==> src/rtl/core_dbus_bridge_pkg.sv <==
// core_dbus_bridge_pkg
//   Shared types for the core data-bus path.
//   word          : 32-bit data word
//   ptr           : 30-bit word address (byte address >> 2)
//   dbus_state    : bridge FSM states
//   DBUS_ERR_WORD : load data returned when an access is aborted by timeout
package core_dbus_bridge_pkg;

  typedef logic [31:0] word;
  typedef logic [29:0] ptr;

  typedef enum logic [1:0] {
    IDLE = 2'd0,
    CMD  = 2'd1,
    RESP = 2'd2
  } dbus_state;

  localparam word DBUS_ERR_WORD = 32'hDEAD_BEEF;

endpackage

==> src/rtl/core_dbus_bridge.sv <==
// core_dbus_bridge
//   Bridges the core's single-outstanding data port (start/ready pulses,
//   word address) onto an Avalon-MM pipelined master with waitrequest and
//   readdatavalid. One transaction in flight at a time; all outputs are
//   registered.
//
//   Optional build macro: CORE_DBUS_TIMEOUT_EN
//     Adds a command-to-completion watchdog of TIMEOUT cycles. On expiry the
//     command is dropped, data_ready pulses (loads return DBUS_ERR_WORD) and
//     the sticky bus_error flag is set. Without the macro the bridge waits
//     forever and bus_error is tied low.
//
//   Ports
//     clk, rst            : clock, synchronous active-high reset
//     data_start          : one-cycle request pulse (addr/write/wr/be valid)
//     data_addr           : word address
//     data_write          : 1 = store, 0 = load
//     data_data_wr/_be    : store data / byte enables
//     data_ready          : one-cycle completion pulse
//     data_data_rd        : load data, held until the next load completes
//     avl_*               : Avalon-MM master
//     bus_error           : sticky timeout flag
module core_dbus_bridge
  import core_dbus_bridge_pkg::*;
#(
  parameter int TIMEOUT = 255
) (
  input  logic        clk,
  input  logic        rst,
  input  logic        data_start,
  input  ptr          data_addr,
  input  logic        data_write,
  input  word         data_data_wr,
  input  logic [3:0]  data_data_be,
  output logic        data_ready,
  output word         data_data_rd,
  output logic [31:0] avl_address,
  output logic        avl_read,
  output logic        avl_write,
  output word         avl_writedata,
  output logic [3:0]  avl_byteenable,
  input  logic        avl_waitrequest,
  input  word         avl_readdata,
  input  logic        avl_readdatavalid,
  output logic        bus_error
);

  dbus_state state_reg;
  logic      done_now;     // access completes at the coming edge
  logic      timeout_hit;  // watchdog expired (never with the feature off)
  logic      abort_now;

  // A write completes when its command is accepted; a read when its data
  // arrives. Completion wins over a coincident timeout.
  assign done_now  = (state_reg == CMD  && !avl_waitrequest && avl_write) ||
                     (state_reg == RESP && avl_readdatavalid);
  assign abort_now = timeout_hit && !done_now;

`ifdef CORE_DBUS_TIMEOUT_EN
  localparam int CW = $clog2(TIMEOUT + 1);

  logic [CW-1:0] tmo_cnt_reg;

  // Held at zero in IDLE, so it starts from zero on entry to CMD and counts
  // every cycle spent in CMD and RESP.
  always_ff @(posedge clk) begin
    if (rst || state_reg == IDLE) begin
      tmo_cnt_reg <= '0;
    end else if (!timeout_hit) begin
      tmo_cnt_reg <= tmo_cnt_reg + CW'(1);
    end
  end

  // Expires during the TIMEOUT-th busy cycle.
  assign timeout_hit = (state_reg != IDLE) && (tmo_cnt_reg == CW'(TIMEOUT - 1));

  always_ff @(posedge clk) begin
    if (rst) begin
      bus_error <= 1'b0;
    end else if (abort_now) begin
      bus_error <= 1'b1;
    end
  end
`else
  // TIMEOUT only matters with the watchdog; this keeps it referenced.
  assign timeout_hit = (TIMEOUT < 0);
  assign bus_error   = 1'b0;
`endif

  always_ff @(posedge clk) begin
    if (rst) begin
      state_reg    <= IDLE;
      data_ready   <= 1'b0;
      data_data_rd <= '0;
      avl_read     <= 1'b0;
      avl_write    <= 1'b0;
    end else begin
      data_ready <= 1'b0;
      case (state_reg)
        IDLE: begin
          if (data_start) begin
            avl_address    <= {data_addr, 2'b00};
            avl_writedata  <= data_data_wr;
            avl_byteenable <= data_data_be;
            avl_read       <= !data_write;
            avl_write      <= data_write;
            state_reg      <= CMD;
          end
        end
        CMD: begin
          if (!avl_waitrequest) begin
            avl_read  <= 1'b0;
            avl_write <= 1'b0;
            if (avl_write) begin
              data_ready <= 1'b1;
              state_reg  <= IDLE;
            end else begin
              state_reg  <= RESP;
            end
          end else if (abort_now) begin
            avl_read   <= 1'b0;
            avl_write  <= 1'b0;
            data_ready <= 1'b1;
            if (avl_read) data_data_rd <= DBUS_ERR_WORD;
            state_reg  <= IDLE;
          end
        end
        RESP: begin
          if (avl_readdatavalid) begin
            data_data_rd <= avl_readdata;
            data_ready   <= 1'b1;
            state_reg    <= IDLE;
          end else if (abort_now) begin
            data_data_rd <= DBUS_ERR_WORD;
            data_ready   <= 1'b1;
            state_reg    <= IDLE;
          end
        end
        default: begin
          avl_read  <= 1'b0;
          avl_write <= 1'b0;
          state_reg <= IDLE;
        end
      endcase
    end
  end

`ifndef SYNTHESIS
  // The upstream stage must hold off until data_ready; a start while busy
  // is dropped, and this flags the protocol error.
  a_start_only_idle : assert property (
    @(posedge clk) disable iff (rst) !(data_start && state_reg != IDLE)
  ) else $warning("core_dbus_bridge: data_start while busy, request dropped");
`endif

endmodule

==> config.mk <==
export PLATFORM = sky130hd
export DESIGN_NAME = core_dbus_bridge
export DESIGN_NICKNAME = d
export VERILOG_FILES = /design/src/rtl/core_dbus_bridge_pkg.sv /design/src/rtl/core_dbus_bridge.sv
export SDC_FILE = /design/constraint.sdc
export NUM_CORES = 1
export LEC_CHECK = 0
export CORE_ASPECT_RATIO = 1.25
export CORE_UTILIZATION = 33
export CTS_BUF_LIST = sky130_fd_sc_hd__clkbuf_4 sky130_fd_sc_hd__clkbuf_8
export CTS_CLUSTER_SIZE = 28
export DETAILED_ROUTE_END_ITERATION = 10
export PLACE_DENSITY = 0.75
export SYNTH_ARGS = -nofsm -noshare
export SYNTH_HDL_FRONTEND = slang
export SYNTH_SLANG_ARGS = --single-unit
==> constraint.sdc <==
create_clock -name clk -period 4.8 [get_ports clk]
set_input_delay 0.96 -clock clk [delete_from_list [all_inputs] [get_ports clk]]
set_output_delay 0.96 -clock clk [all_outputs]
set_load 0.02 [all_outputs]
==> impl_metrics.yaml, run 1 <==
finish:
  final_cells: 587
  drive_gt1_frac: 0.0460
  fin_util: 0.572
  reg_top3: "avl_writedata (32), data_data_rd (32), avl_address (30)"
  layout.nets: 560
  area_delta_synth_final_pct: 68.4
power:
  peakVddDrop_mv: 0.172
  pwr-share-comb: 0.256
  power.internal_uw: 1520
  p_leak_uw: 0.00196
  p_switching_uw: 611
  power_frac_clock: 0.231
  powerDensity_mw_per_mm2: 369
  netSwitchingFraction: 0.287
  seqPwrFrac: 0.512
timing:
  maxSlewViolCount: 0
  post-route-min-period_ns: 2.43
  relSlewSlack: 0.251
  max_freq_mhz: 411
  period_share: 0.507
  rsz0062_at_grt: "no"
  skew_ns: 0.00591
  tightest_slew_ns: 1.12
  whs_ns: 0.458
  setup_viol: 0
  tns_ns: 0
  hold_violations: 0
grt:
  grt_overflow: 0
  antenna_found_initial: 2
  grt_usage: 0.161
  grt_max_degree: 67
  grt_pass1_wl_mm: 12.9
  grt_pass1_vias: 2579
placement:
  gp_congestion: 0.741
  dpl.cell_count: 570
  dp_hpwl_mm: 6.84
  portBuffers: 204
cts:
  cts_root_buf: "clkbuf_8"
  clk_latency_ns: 0.35
  path_clk_slew_ns: 0.09
  clockBufferDepth: 2
  numClockSinks: 103
  cts_htree_levels: 3
  cts_setup_buffers: 0
  cts_resized: 0
  cts_tree: "yes"
  cts_buffers: 9
  hold_buffers: 0
worst_setup_path:
  reg2regPathDepth: 5
  start_kind: "input port"
  r2r-end: "data_data_rd[4]"
  regToRegStartpoint: "state_reg[0]"
  cp_max_fo: 66
  ff2ff_setup_slack_ns: 2.76
  crit_type: "input port to flop"
  crit_path_end_kind: "flop"
  cp.required_ns: 4.79
  arrival_ns: 2.43
synth:
  netlist_area_sq_mm: 0.00343
  ys_ff_latch: 103
  yosysWarnings: 0
  synth-seq-area-share: 0.794
  synth_cells: 247
  synth_cell_types: 26
  synth_top_area_cell: "edfxtp_1"
  synth_area_leaders: "edfxtp_1 (58%), dfxtp_1 (22%), nand2_1 (7.4%)"
  syn_area_per_cell_sq_um: 13.9
  synth_top_area_frac: 0.578
floorplanning:
  rows: 41
  dieArea_sq_mm: 0.0108
  start_util: 0.339
  ios: 208
  die_h_um: 116
  die_w_um: 93.2
  core_sq_mm: 0.0101
drt:
  viasPerCell: 4.44
  post_drt_wl_per_cell_um: 15.0
  drc: 0
  vias: 2607
  finalWirelength_mm: 8.80
  drt_first_iter_violations: 73
  antenna_left: 0
  first_pass_iters: 4
hold_path:
  holdPathEnd: "data_data_rd[20]"
  holdCritPathClass: "flop to flop"
  worstHoldPathCells: 2
  hold_path_startpoint: "data_data_rd[20]"
flow_run:
  maxCapViolCount: 0
outcome:
  status: "completed"
==> critical path: stages <==
cell and delay, ns:
clkdlybuf4s50_1 0.40, buf_4 0.26, nor2_4 0.14, buf_4 0.62
==> cell type report <==
class | instances | area, sq um
Antenna cell | 1 | 2.50
Clock buffer | 9 | 124
Clock inverter | 7 | 57.6
Fill cell | 833 | 4330
Inverter | 4 | 15.0
Multi-Input combinational cell | 128 | 637
Sequential cell | 103 | 2720
Tap cell | 129 | 161
Timing Repair Buffer | 206 | 2060
==> cells in the mapped netlist <==
master and instances:
buf_2 5, ha_1 4, mux2i_1 1, nor2b_4 1
inv_1 3, or4_1 1, dfxtp_1 37, clkbuf_1 5
buf_1 1, o31ai_1 3, o2111ai_1 1, nand4_1 1
nand2b_1 2, buf_4 3, inv_2 1, nor3b_1 2
a21oi_1 34, or2b_1 1, conb_1 1, and2_1 2
o211a_2 1, nand2_1 68, nor2b_1 1, edfxtp_1 66
nor2_1 1, a31oi_1 1
==> placed cells by master, fill, tap and decap left out, types with 2 or more instances in the layout <==
cell and n:
and2_1 2, nor3b_1 2, clkbuf_8 9, edfxtp_1 66
conb_1 3, clkinvlp_4 3, o31ai_1 3, nand2b_1 2
clkdlybuf4s50_1 204, a21oi_1 34, buf_4 2, dfxtp_1 37
ha_1 4, inv_1 3, nand2_1 68, inv_8 2
==> worst max path at each step <==
stage / from / end / slack (ns) / depth (start not counted)
final: rst / avl_writedata[19] / 2.37 / 4
after global routing: avl_readdatavalid / data_data_rd[4] / 2.17 / 4
after CTS: avl_readdatavalid / data_data_rd[4] / 2.38 / 4
after detailed placement: rst / avl_byteenable[3] / 1.99 / 4
after global placement: rst / avl_writedata[28] / 2.02 / 4
after floorplan: rst / avl_address[10] / 0.21 / 3
==> stage by stage <==
step	total power, uW	cell area [sq um]	setup slack (ns)
detailed placement	1660	5590	1.99
global route	2240	5770	2.17
finish	2130	5780	2.37
CTS	2160	5770	2.38
floorplan	1380	3440	0.209
global placement	1650	5590	2.02
==> routing by layer <==
metal  track usage  vias up  share of wire
li1              -     1261              -
met1         0.160     1182           0.34
met2         0.277      151           0.50
met3        0.0991       11           0.15
met4        0.0503        2          0.012
met5             0        -         0.0014
==> power groups by stage <==
stage | Combinational [uW] | Clock [uW] | Sequential (uW)
after global routing | 586 | 551 | 1100
after detailed placement | 548 | 0 | 1110
after global placement | 541 | 0 | 1110
after floorplan | 155 | 0 | 1230
final | 546 | 493 | 1090
after CTS | 551 | 513 | 1090
==> cells by family after synthesis <==
family	Yosys count	synth area share
buffers and inverters	18	0.0248
DFF	103	0.794
other	1	0.00109
adders and majority gates	4	0.0146
muxes	1	0.00292
and+or+nand+nor	80	0.0992
AOI/OAI and AO/OA	40	0.0635
(Power assumes the default switching activity.)
==> inputs of run 2 (changes only) <==
--- a/config.mk
+++ b/config.mk
@@ -10,7 +10,7 @@
 export CTS_BUF_LIST = sky130_fd_sc_hd__clkbuf_4 sky130_fd_sc_hd__clkbuf_8
 export CTS_CLUSTER_SIZE = 28
 export DETAILED_ROUTE_END_ITERATION = 10
-export PLACE_DENSITY = 0.75
+export PLACE_DENSITY = 0.73
 export SYNTH_ARGS = -nofsm -noshare
 export SYNTH_HDL_FRONTEND = slang
 export SYNTH_SLANG_ARGS = --single-unit
==> constraint.sdc (replaced) <==
create_clock -name clk -period 2.42 [get_ports clk]
set_input_delay 0.484 -clock clk [delete_from_list [all_inputs] [get_ports clk]]
set_output_delay 0.484 -clock clk [all_outputs]
set_load 0.02 [all_outputs]
==> run 2 against run 1 <==
Clock skew rose by 0.0049 ns. Routed wire length grew 3.1%. Critical path depth decreased by 3. Core utilization increased by 0.71 points. First-iteration DRC count increased by 26%. Die area unchanged. Non-clock buffer count up 3. Critical path type is now flop to output pin. Largest power group unchanged.
==> impl_metrics.yaml, run 2 (same netlist as run 1, synthesis figures left out) <==
outcome:
  status: "completed"
worst_setup_path:
  cp_cell_sequence: "clkdlybuf4s50_1"
  r2r-end: "avl_writedata[1]"
  cp.required_ns: 1.94
  regToRegStartpoint: "state_reg[0]"
  crit_type: "flop to output pin"
  reg2regPathDepth: 5
  cp_slowest_cell: "clkdlybuf4s50_1"
  crit_path_end_kind: "output pin"
  cp_max_fo: 4
  ff2ff_setup_slack_ns: 0.81
  critical-path-top-delay-family: "buffers and inverters"
  start_kind: "flop"
  slowest_delay_ns: 0.63
  crit_buf_inv: 1
  arrival_ns: 1.40
cts:
  clk_latency_ns: 0.36
  cts_buffers: 9
  cts_tree: "yes"
  cts_resized: 0
  hold_buffers: 0
  cts_root_buf: "clkbuf_8"
  cts_setup_buffers: 0
  clockBufferDepth: 2
  path_clk_slew_ns: 0.10
  numClockSinks: 103
  cts_htree_levels: 3
timing:
  maxSlewViolCount: 0
  skew_ns: 0.0108
  setup_slack_ns: 0.538
  tns_ns: 0
  setup_viol: 0
  period_share: 0.778
  post-route-min-period_ns: 1.88
  rsz0062_at_grt: "no"
  max_freq_mhz: 531
  whs_ns: 0.458
  hold_violations: 0
finish:
  reg_top3: "avl_writedata (32), data_data_rd (32), avl_address (30)"
  final_cell_mix: "clkdlybuf4s50_1 (204), nand2_1 (68), edfxtp_1 (66)"
  final_common_cell: "clkdlybuf4s50_1"
  area_delta_synth_final_pct: 70.5
  layout.nets: 563
  drive_gt1_frac: 0.0543
  final_cells: 589
  antenna_cells: 0
  nFillCells: 845
placement:
  portBuffers: 204
  dp_slack_ns: 0.483
  gp_congestion: 0.773
  dpl.cell_count: 573
  dp_hpwl_mm: 7.00
power:
  netSwitchingFraction: 0.278
  p_leak_uw: 0.00201
  pwr-share-comb: 0.254
  power.internal_uw: 3150
  seqPwrFrac: 0.495
  p_switching_uw: 1210
  powerDensity_mw_per_mm2: 747
  peakVddDrop_mv: 0.377
  power_frac_clock: 0.251
  power_uw: 4370
floorplanning:
  core_sq_mm: 0.0101
  ios: 208
  die_h_um: 116
  dieArea_sq_mm: 0.0108
  rows: 41
  start_util: 0.339
  die_w_um: 93.2
drt:
  viasPerCell: 4.39
  vias: 2585
  drt_first_iter_violations: 92
  post_drt_wl_per_cell_um: 15.4
  first_pass_iters: 4
  drc: 0
  finalWirelength_mm: 9.08
  antenna_left: 0
flow_run:
  maxCapViolCount: 0
hold_path:
  holdCritPathClass: "flop to flop"
  holdPathEnd: "data_data_rd[18]"
  worstHoldPathCells: 2
  hold_path_startpoint: "data_data_rd[18]"
grt:
  antenna_found_initial: 0
  grt_overflow: 0
  grt_pass1_wl_mm: 13.3
  grt_max_degree: 67
  grt_usage: 0.171
  grt_pass1_vias: 2464
run 2: per-layer routing:
metal	up-vias	share of wire	track usage
met4	0	0.024	0.0892
met3	14	0.096	0.0617
met5	-	0	0
met2	141	0.50	0.281
met1	1165	0.38	0.196
li1	1265	-	-
run 2: metrics by stage:
stage / cell area (sq um) / util
finish: 5850 / 0.579
CTS: 5850 / 0.579
global placement: 5640 / 0.558
global route: 5850 / 0.579
detailed placement: 5640 / 0.558
floorplan: 3440 / -
run 2: power groups by stage:
stage / clock, uW / combinational (uW) / sequential (uW)
after detailed placement: 0 / 1110 / 2200
after global placement: 0 / 1100 / 2200
after CTS: 1140 / 1120 / 2160
final: 1090 / 1110 / 2160
after global routing: 1200 / 1190 / 2180
after floorplan: 0 / 313 / 2420
run 2: area by class of cell:
cell class / count / area [sq um] / area share
repair buffers: 209 / 2100 / 0.360
well taps: 129 / 161 / 0.0276
clock buffers: 10 / 131 / 0.0225
inverters: 4 / 15.0 / 0.00257
flip-flops and latches: 103 / 2720 / 0.466
multi-input cells: 128 / 637 / 0.109
clock inverters: 6 / 76.3 / 0.0131
run 2: worst max-delay path by stage:
| stage | end | start | cells after the start |
|---|---|---|---|
| after floorplan | avl_address[10] | rst | 3 |
| after global placement | avl_writedata[7] | data_start | 4 |
| after detailed placement | avl_writedata[19] | data_start | 4 |
| after CTS | avl_write | avl_write | 1 |
| after global routing | avl_write | avl_write | 1 |
| final | avl_write | avl_write | 1 |
